`src/rtl/exec_pkg.sv`:
```
// exec_pkg: shared encodings for the R-type execute slice (ALU selects, ALUOp, funct)
package exec_pkg;

    typedef enum logic [2:0] {
        SEL_AND = 3'b000,
        SEL_OR  = 3'b001,
        SEL_ADD = 3'b010,
        SEL_XOR = 3'b011,
        SEL_NOR = 3'b100,
        SEL_SUB = 3'b110,
        SEL_SLT = 3'b111
    } alu_sel_e;

    localparam logic [2:0] ALUOP_ADD   = 3'b000;
    localparam logic [2:0] ALUOP_SUB   = 3'b001;
    localparam logic [2:0] ALUOP_RTYPE = 3'b010;
    localparam logic [2:0] ALUOP_AND   = 3'b011;
    localparam logic [2:0] ALUOP_OR    = 3'b100;
    localparam logic [2:0] ALUOP_SLT   = 3'b101;

    localparam logic [5:0] FUNCT_ADD = 6'b100000;
    localparam logic [5:0] FUNCT_SUB = 6'b100010;
    localparam logic [5:0] FUNCT_AND = 6'b100100;
    localparam logic [5:0] FUNCT_OR  = 6'b100101;
    localparam logic [5:0] FUNCT_XOR = 6'b100110;
    localparam logic [5:0] FUNCT_NOR = 6'b100111;
    localparam logic [5:0] FUNCT_SLT = 6'b101010;

endpackage

```
`src/rtl/regfile_alu_exec_if.sv`:
```
// regfile_alu_exec_if: instruction-field/control inputs and execute results of the slice
interface regfile_alu_exec_if #(
    parameter int DATA_W = 32,
    parameter int ADDR_W = 5
);
    logic [ADDR_W-1:0] rs_addr;
    logic [ADDR_W-1:0] rt_addr;
    logic [ADDR_W-1:0] rd_addr;
    logic [5:0]        funct;
    logic [2:0]        alu_op;
    logic              reg_write;
    logic [DATA_W-1:0] wb_data;
    logic [DATA_W-1:0] rs_data;
    logic [DATA_W-1:0] rt_data;
    logic [DATA_W-1:0] alu_result;
    logic              zero;
    logic              illegal;

    modport master (
        output rs_addr, rt_addr, rd_addr, funct, alu_op, reg_write, wb_data,
        input  rs_data, rt_data, alu_result, zero, illegal
    );

    modport slave (
        input  rs_addr, rt_addr, rd_addr, funct, alu_op, reg_write, wb_data,
        output rs_data, rt_data, alu_result, zero, illegal
    );
endinterface

```
`src/rtl/exec_regfile.sv`:
```
// exec_regfile: register bank with two combinational read ports and one clocked write port
module exec_regfile #(
    parameter int DATA_W = 32,
    parameter int ADDR_W = 5
) (
    input  logic              i_clk,
    input  logic              i_rst_n,
    input  logic              i_we,
    input  logic [ADDR_W-1:0] i_rs_addr,
    input  logic [ADDR_W-1:0] i_rt_addr,
    input  logic [ADDR_W-1:0] i_rd_addr,
    input  logic [DATA_W-1:0] i_wd,
    output logic [DATA_W-1:0] o_rs_data,
    output logic [DATA_W-1:0] o_rt_data
);
    localparam int DEPTH = 1 << ADDR_W;

    logic [DATA_W-1:0] reg_mem [0:DEPTH-1];

    // Clear everything on reset; write on the edge, never touching register 0
    always_ff @(posedge i_clk or negedge i_rst_n) begin
        if (!i_rst_n) begin
            for (int i = 0; i < DEPTH; i++) reg_mem[i] <= '0;
        end else if (i_we && i_rd_addr != '0) begin
            reg_mem[i_rd_addr] <= i_wd;
        end
    end

    assign o_rs_data = (i_rs_addr == '0) ? '0 : reg_mem[i_rs_addr];
    assign o_rt_data = (i_rt_addr == '0) ? '0 : reg_mem[i_rt_addr];
endmodule

```
`src/rtl/regfile_alu_exec.sv`:
```
// regfile_alu_exec: register bank, ALU-control decode and 32-bit ALU for R-type execute
module regfile_alu_exec
    import exec_pkg::*;
#(
    parameter int DATA_W = 32,
    parameter int ADDR_W = 5
) (
    input  logic                  i_clk,
    input  logic                  i_rst_n,
    regfile_alu_exec_if.slave     bus
);
    logic [DATA_W-1:0] w_rs_data;
    logic [DATA_W-1:0] w_rt_data;
    logic [DATA_W-1:0] w_result;
    alu_sel_e          w_sel;
    logic              w_illegal;

    exec_regfile #(.DATA_W(DATA_W), .ADDR_W(ADDR_W)) u_regfile (
        .i_clk     (i_clk),
        .i_rst_n   (i_rst_n),
        .i_we      (bus.reg_write),
        .i_rs_addr (bus.rs_addr),
        .i_rt_addr (bus.rt_addr),
        .i_rd_addr (bus.rd_addr),
        .i_wd      (bus.wb_data),
        .o_rs_data (w_rs_data),
        .o_rt_data (w_rt_data)
    );

    // Map ALUOp (and funct for R-type) to an ALU select; unknown funct falls back to ADD
    always_comb begin
        w_sel     = SEL_ADD;
        w_illegal = 1'b0;
        case (bus.alu_op)
            ALUOP_SUB: w_sel = SEL_SUB;
            ALUOP_AND: w_sel = SEL_AND;
            ALUOP_OR:  w_sel = SEL_OR;
            ALUOP_SLT: w_sel = SEL_SLT;
            ALUOP_RTYPE: begin
                case (bus.funct)
                    FUNCT_ADD: w_sel = SEL_ADD;
                    FUNCT_SUB: w_sel = SEL_SUB;
                    FUNCT_AND: w_sel = SEL_AND;
                    FUNCT_OR:  w_sel = SEL_OR;
                    FUNCT_XOR: w_sel = SEL_XOR;
                    FUNCT_NOR: w_sel = SEL_NOR;
                    FUNCT_SLT: w_sel = SEL_SLT;
                    default:   w_illegal = 1'b1;
                endcase
            end
            default: w_sel = SEL_ADD;
        endcase
    end

    // ALU: wrap-around arithmetic, subtraction as A + ~B + 1, signed set-less-than
    always_comb begin
        w_result = '0;
        case (w_sel)
            SEL_AND: w_result = w_rs_data & w_rt_data;
            SEL_OR:  w_result = w_rs_data | w_rt_data;
            SEL_ADD: w_result = w_rs_data + w_rt_data;
            SEL_XOR: w_result = w_rs_data ^ w_rt_data;
            SEL_NOR: w_result = ~(w_rs_data | w_rt_data);
            SEL_SUB: w_result = w_rs_data + ~w_rt_data + 1'b1;
            SEL_SLT: w_result = {{(DATA_W-1){1'b0}}, $signed(w_rs_data) < $signed(w_rt_data)};
            default: w_result = '0;
        endcase
    end

    assign bus.rs_data    = w_rs_data;
    assign bus.rt_data    = w_rt_data;
    assign bus.alu_result = w_result;
    assign bus.zero       = (w_result == '0);
    assign bus.illegal    = w_illegal;
endmodule

```
`src/flat_wrapper.sv`:
```
// flat-port wrapper written by rule: the top's interface ports become plain ports
module regfile_alu_exec_flat import exec_pkg::*;
#(
    parameter int DATA_W = 32,
    parameter int ADDR_W = 5
)
  (i_clk, i_rst_n, bus_rs_addr, bus_rt_addr, bus_rd_addr, bus_funct, bus_alu_op, bus_reg_write, bus_wb_data, bus_rs_data, bus_rt_data, bus_alu_result, bus_zero, bus_illegal);
  regfile_alu_exec_if #(.DATA_W(DATA_W), .ADDR_W(ADDR_W)) bus_i ();
  input  logic i_clk;
  input  logic i_rst_n;
  input wire logic [$bits(bus_i.rs_addr)-1:0] bus_rs_addr;
  input wire logic [$bits(bus_i.rt_addr)-1:0] bus_rt_addr;
  input wire logic [$bits(bus_i.rd_addr)-1:0] bus_rd_addr;
  input wire logic [$bits(bus_i.funct)-1:0] bus_funct;
  input wire logic [$bits(bus_i.alu_op)-1:0] bus_alu_op;
  input wire logic [$bits(bus_i.reg_write)-1:0] bus_reg_write;
  input wire logic [$bits(bus_i.wb_data)-1:0] bus_wb_data;
  output wire logic [$bits(bus_i.rs_data)-1:0] bus_rs_data;
  output wire logic [$bits(bus_i.rt_data)-1:0] bus_rt_data;
  output wire logic [$bits(bus_i.alu_result)-1:0] bus_alu_result;
  output wire logic [$bits(bus_i.zero)-1:0] bus_zero;
  output wire logic [$bits(bus_i.illegal)-1:0] bus_illegal;
  assign bus_i.rs_addr = bus_rs_addr;
  assign bus_i.rt_addr = bus_rt_addr;
  assign bus_i.rd_addr = bus_rd_addr;
  assign bus_i.funct = bus_funct;
  assign bus_i.alu_op = bus_alu_op;
  assign bus_i.reg_write = bus_reg_write;
  assign bus_i.wb_data = bus_wb_data;
  assign bus_rs_data = bus_i.rs_data;
  assign bus_rt_data = bus_i.rt_data;
  assign bus_alu_result = bus_i.alu_result;
  assign bus_zero = bus_i.zero;
  assign bus_illegal = bus_i.illegal;
  regfile_alu_exec #(.DATA_W(DATA_W), .ADDR_W(ADDR_W)) u_core (.i_clk(i_clk), .i_rst_n(i_rst_n), .bus(bus_i));
endmodule
```
`config.mk`:
```
export PLATFORM = sky130hd
export DESIGN_NAME = regfile_alu_exec_flat
export DESIGN_NICKNAME = d
export VERILOG_FILES = /design/src/rtl/exec_pkg.sv /design/src/rtl/regfile_alu_exec_if.sv /design/src/rtl/exec_regfile.sv /design/src/rtl/regfile_alu_exec.sv /design/src/flat_wrapper.sv
export SDC_FILE = /design/constraint.sdc
export NUM_CORES = 2
export LEC_CHECK = 0
export BUFFER_PORTS_ARGS = -buffer_cell sky130_fd_sc_hd__buf_4
export CORE_MARGIN = 2
export CORE_UTILIZATION = 45
export DETAILED_ROUTE_END_ITERATION = 12
export HOLD_SLACK_MARGIN = 0.08
export PLACE_DENSITY_LB_ADDON = 0.25
export SYNTH_ARGS = -nofsm -noshare
export SYNTH_HDL_FRONTEND = slang
export SYNTH_SLANG_ARGS = --single-unit
```
`constraint.sdc`:
```
create_clock -name i_clk -period 7.7 [get_ports i_clk]
set_input_delay 0 -clock i_clk [delete_from_list [all_inputs] [get_ports i_clk]]
set_output_delay 0 -clock i_clk [all_outputs]
set_load 0.1 [all_outputs]
```
==> summary.txt <==
Via density: 6.556
FMAX: 147.4 MHz
CTS tree: yes
Worst Clk Skew: 0 ns
Netlist cell types: 80
Biggest register: u_core.u_regfile.reg_mem
Arrival @ worst endpoint: 6.79 ns
CP required: 7.70 ns
post_cts resized: 0
Die ar.: 0.1366 mm²
Total Routed Length: 191.8 mm
largest family of logic cells by synthesized area: multiplexers
RSZ-0062 raised after global routing: false
Crit-path slowest cell: buf_8
commonest non-fill, non-tap cell in the layout: dfrtp_1
complex-gate fraction of the synthesized area: 4.630%
Sink Count: 1024
root buffer cell: clkbuf_16
power per standard cell area: 290.3 mW/mm²
DRC viols: 0
R2R depth: 1
HPWL Detailed: 112.2 mm
leakage: 29.00 nW
Post-synth EDFFs: 0
Top Registers: u_core.u_regfile.reg_mem: 1024 flops
Filler Cell Count: 11.24k
top cell type's share of synthesized area: 42.61%
critical path launch point type: input pin
# IOs: 157
normalized max-slew margin: 14.85%
Max Slew Vio Count: 0
Syn Area/Cell: 14.15 µm²
Pint: 12.55 mW
final clock period utilization by the worst path: 88.12%
Worst Min Path Start: bus_rd_addr[1]
final setup vio count: 0
Crit Path Class: in -> out
maximum clock path buffer count: 3
NetSw: 6.970 mW
layout cell share with drive strength beyond 1: 49.72%
Initial Util: 45.17%
area leader, netlist: dfrtp_1
most frequent cells in the layout: dfrtp_1 (1024), mux2_2 (997), mux4_2 (635)
Logic pwr share: 34.8%
Fin Setup TNS: 0 ns
post-layout minimum cycle time: 6.785 ns
Synth Flop Type: dfrtp_1
fraction of registers with async set/reset: 100.0%
Crit path depth: 20
Post-Synth Adder-Cell Area: 2.210%
Post-CTS Setup Inserts: 0
initial antenna violation count: 7
cts-stage hold buffer count: 38
via count: 39.70k
synth-to-layout area growth: 11.83%
Worst Path Buf+Inv: 4
initial DRC count: 3952
Post-Synth Simple-Gate Area: 4.255%
CORE AREA: 0.1331 mm²
Die H: 369.6 µm
WL/cell: 31.67 µm
Critical Path Fanout Max: 70
number of global-route vias before repair: 40.93k
delay of the slowest critical-path stage: 0.66 ns
total gr overflow: 0
Sw Ratio: 35.71%
hold slack: 0.2069 ns
Clock power frac: 28.7%
Routed Antenna Nets: 0
mux share of post-synthesis cell area: 42.67%
Num CTS Buffers: 109
pin count of the biggest net entering global routing: 176
Peak VDD IR: 0.2002 mV
Horiz. Die Dim: 369.6 µm
Max-Cap Viols: 0
Worst Setup SP: bus_rt_addr[0]
max reg flops: 1024
sequential fraction of the synthesis area: 42.61%
number of port buffers: 156
critical path cell sequence: buf_8 > buf_12 > buf_4 > mux4_2 > mux4_2 > nand2b_1 > a21o_1 > ha_1 > or2_2 > o21bai_1 > a311oi_1 > a2111oi_0 > nor2_1 > a41oi_1 > or4_1 > nor3_1 > and4b_1 > nand4_1 > nor4_2 > buf_4
H-tree depth: 3
worst r2r src: u_core.u_regfile.reg_mem[915]
first-pass GRT wire length: 284.8 mm
worst skew pair latency: 0.74 ns
HP Class: in -> reg
CP top delay family: simple AND/OR/NAND/NOR gates
Final nets: 4360
routability-driven placement congestion ratio: 0.9817
nature of the critical path endpoint: output port
Total GRT Usage: 28.33%
Post-Syn Area: 0.06013 mm²
Sequential Power Share: 36.6%
clk slew on worst S/H paths: 0.06 ns
XOR/XNOR share of the synthesized area: 0.2185%
Synth area leaders: dfrtp_1 (43%), mux4_2 (24%), mux2_2 (19%)
flops & latches, synth: 1024
Hold Path Depth: 5
Slew @ Worst Pin: 1.275 ns
Post-Syn Instances: 4251
Cell Rows: 134
Post-Syn Nets: 4415
Yosys warnings: 0
DR pass1 iterations: 6
final hold vios: 0
status: completed
## worst min-delay path, cell delays in order
cell and delay (ns):
buf_4 0.14, nand2_1 0.07, or2_2 0.22, nor2_4 0.19, mux2_2 0.27
## worst paths after layout
kind	to	slack (ns)
max	bus_zero	0.91
min	u_core.u_regfile.reg_mem[310]	0.21
max reg2reg	u_core.u_regfile.reg_mem[915]	6.89
min reg2reg	u_core.u_regfile.reg_mem[1022]	0.39
max in group asynchronous	u_core.u_regfile.reg_mem[874]	6.13
min in group asynchronous	u_core.u_regfile.reg_mem[964]	0.56
## routing by layer
layer  global-route usage [%]  up-vias  wire [µm]
met4                    8.466        8       5457
met2                    43.30     1584      87800
li1                         -    16200          -
met3                    6.189      340      15320
met1                    40.67    21570      83140
met5                        0        -         57
## cell type report
class | instances | area, µm² | share of cell area, %
Multi-Input combinational cell | 2687 | 32780 | 48.75
Timing Repair Buffer | 279 | 2402 | 3.572
Inverter | 95 | 375.4 | 0.5582
Antenna cell | 1 | 2.502 | 0.003721
Tap cell | 1768 | 2212 | 3.290
Clock inverter | 48 | 664.4 | 0.9880
Clock buffer | 153 | 3184 | 4.735
Sequential cell | 1024 | 25620 | 38.11
## power by group through the flow
stage / Clock, mW / Sequential [mW] / Combinational (mW)
2_1_floorplan: 0 / 6.94 / 5.18
3_3_place_gp: 0 / 7.15 / 6.65
3_5_place_dp: 0 / 7.20 / 6.71
4_1_cts: 5.69 / 7.11 / 6.74
5_1_grt: 5.91 / 7.27 / 7.17
6_report: 5.60 / 7.14 / 6.79
## cells in the mapped netlist, types with 15 or more instances
master,instances
mux2_2,997
mux4_2,635
nor3_1,26
o31ai_1,15
o21ai_0,57
clkbuf_1,329
nand2_1,167
buf_1,99
and3_1,15
a21oi_1,83
buf_2,17
nor2b_1,19
a21o_1,74
dfrtp_1,1024
ha_1,103
nand3_1,26
nand2b_1,81
a211oi_1,32
inv_1,95
nor2_1,113
## stage by stage
| step | cells | total power [mW] | utilization [%] | setup slack [ns] | cell area (µm²) |
|---|---|---|---|---|---|
| floorplan | 4251 | 12.13 | - | 0.006013 | 60540 |
| finish | 6055 | 19.52 | 50.51 | 0.9149 | 67250 |
| CTS | 6054 | 19.54 | 50.51 | 0.9407 | 67240 |
| detailed placement | 5815 | 13.91 | 47.32 | 0.9579 | 63000 |
| global route | 6054 | 20.35 | 50.51 | 0.4876 | 67240 |
| global placement | 5815 | 13.79 | 47.32 | 1.101 | 63000 |
## kinds of logic (layout without fill, tap and decap cells)
group | Yosys count | after routing
compound gates | 402 | 402
flops | 1024 | 1024
simple gates | 520 | 520
other cells | 0 | 1
xor+xnor | 15 | 15
fa+ha+maj | 105 | 105
mux | 1645 | 1645
buf+inv | 540 | 575
Power figures use the tool's default switching activity.
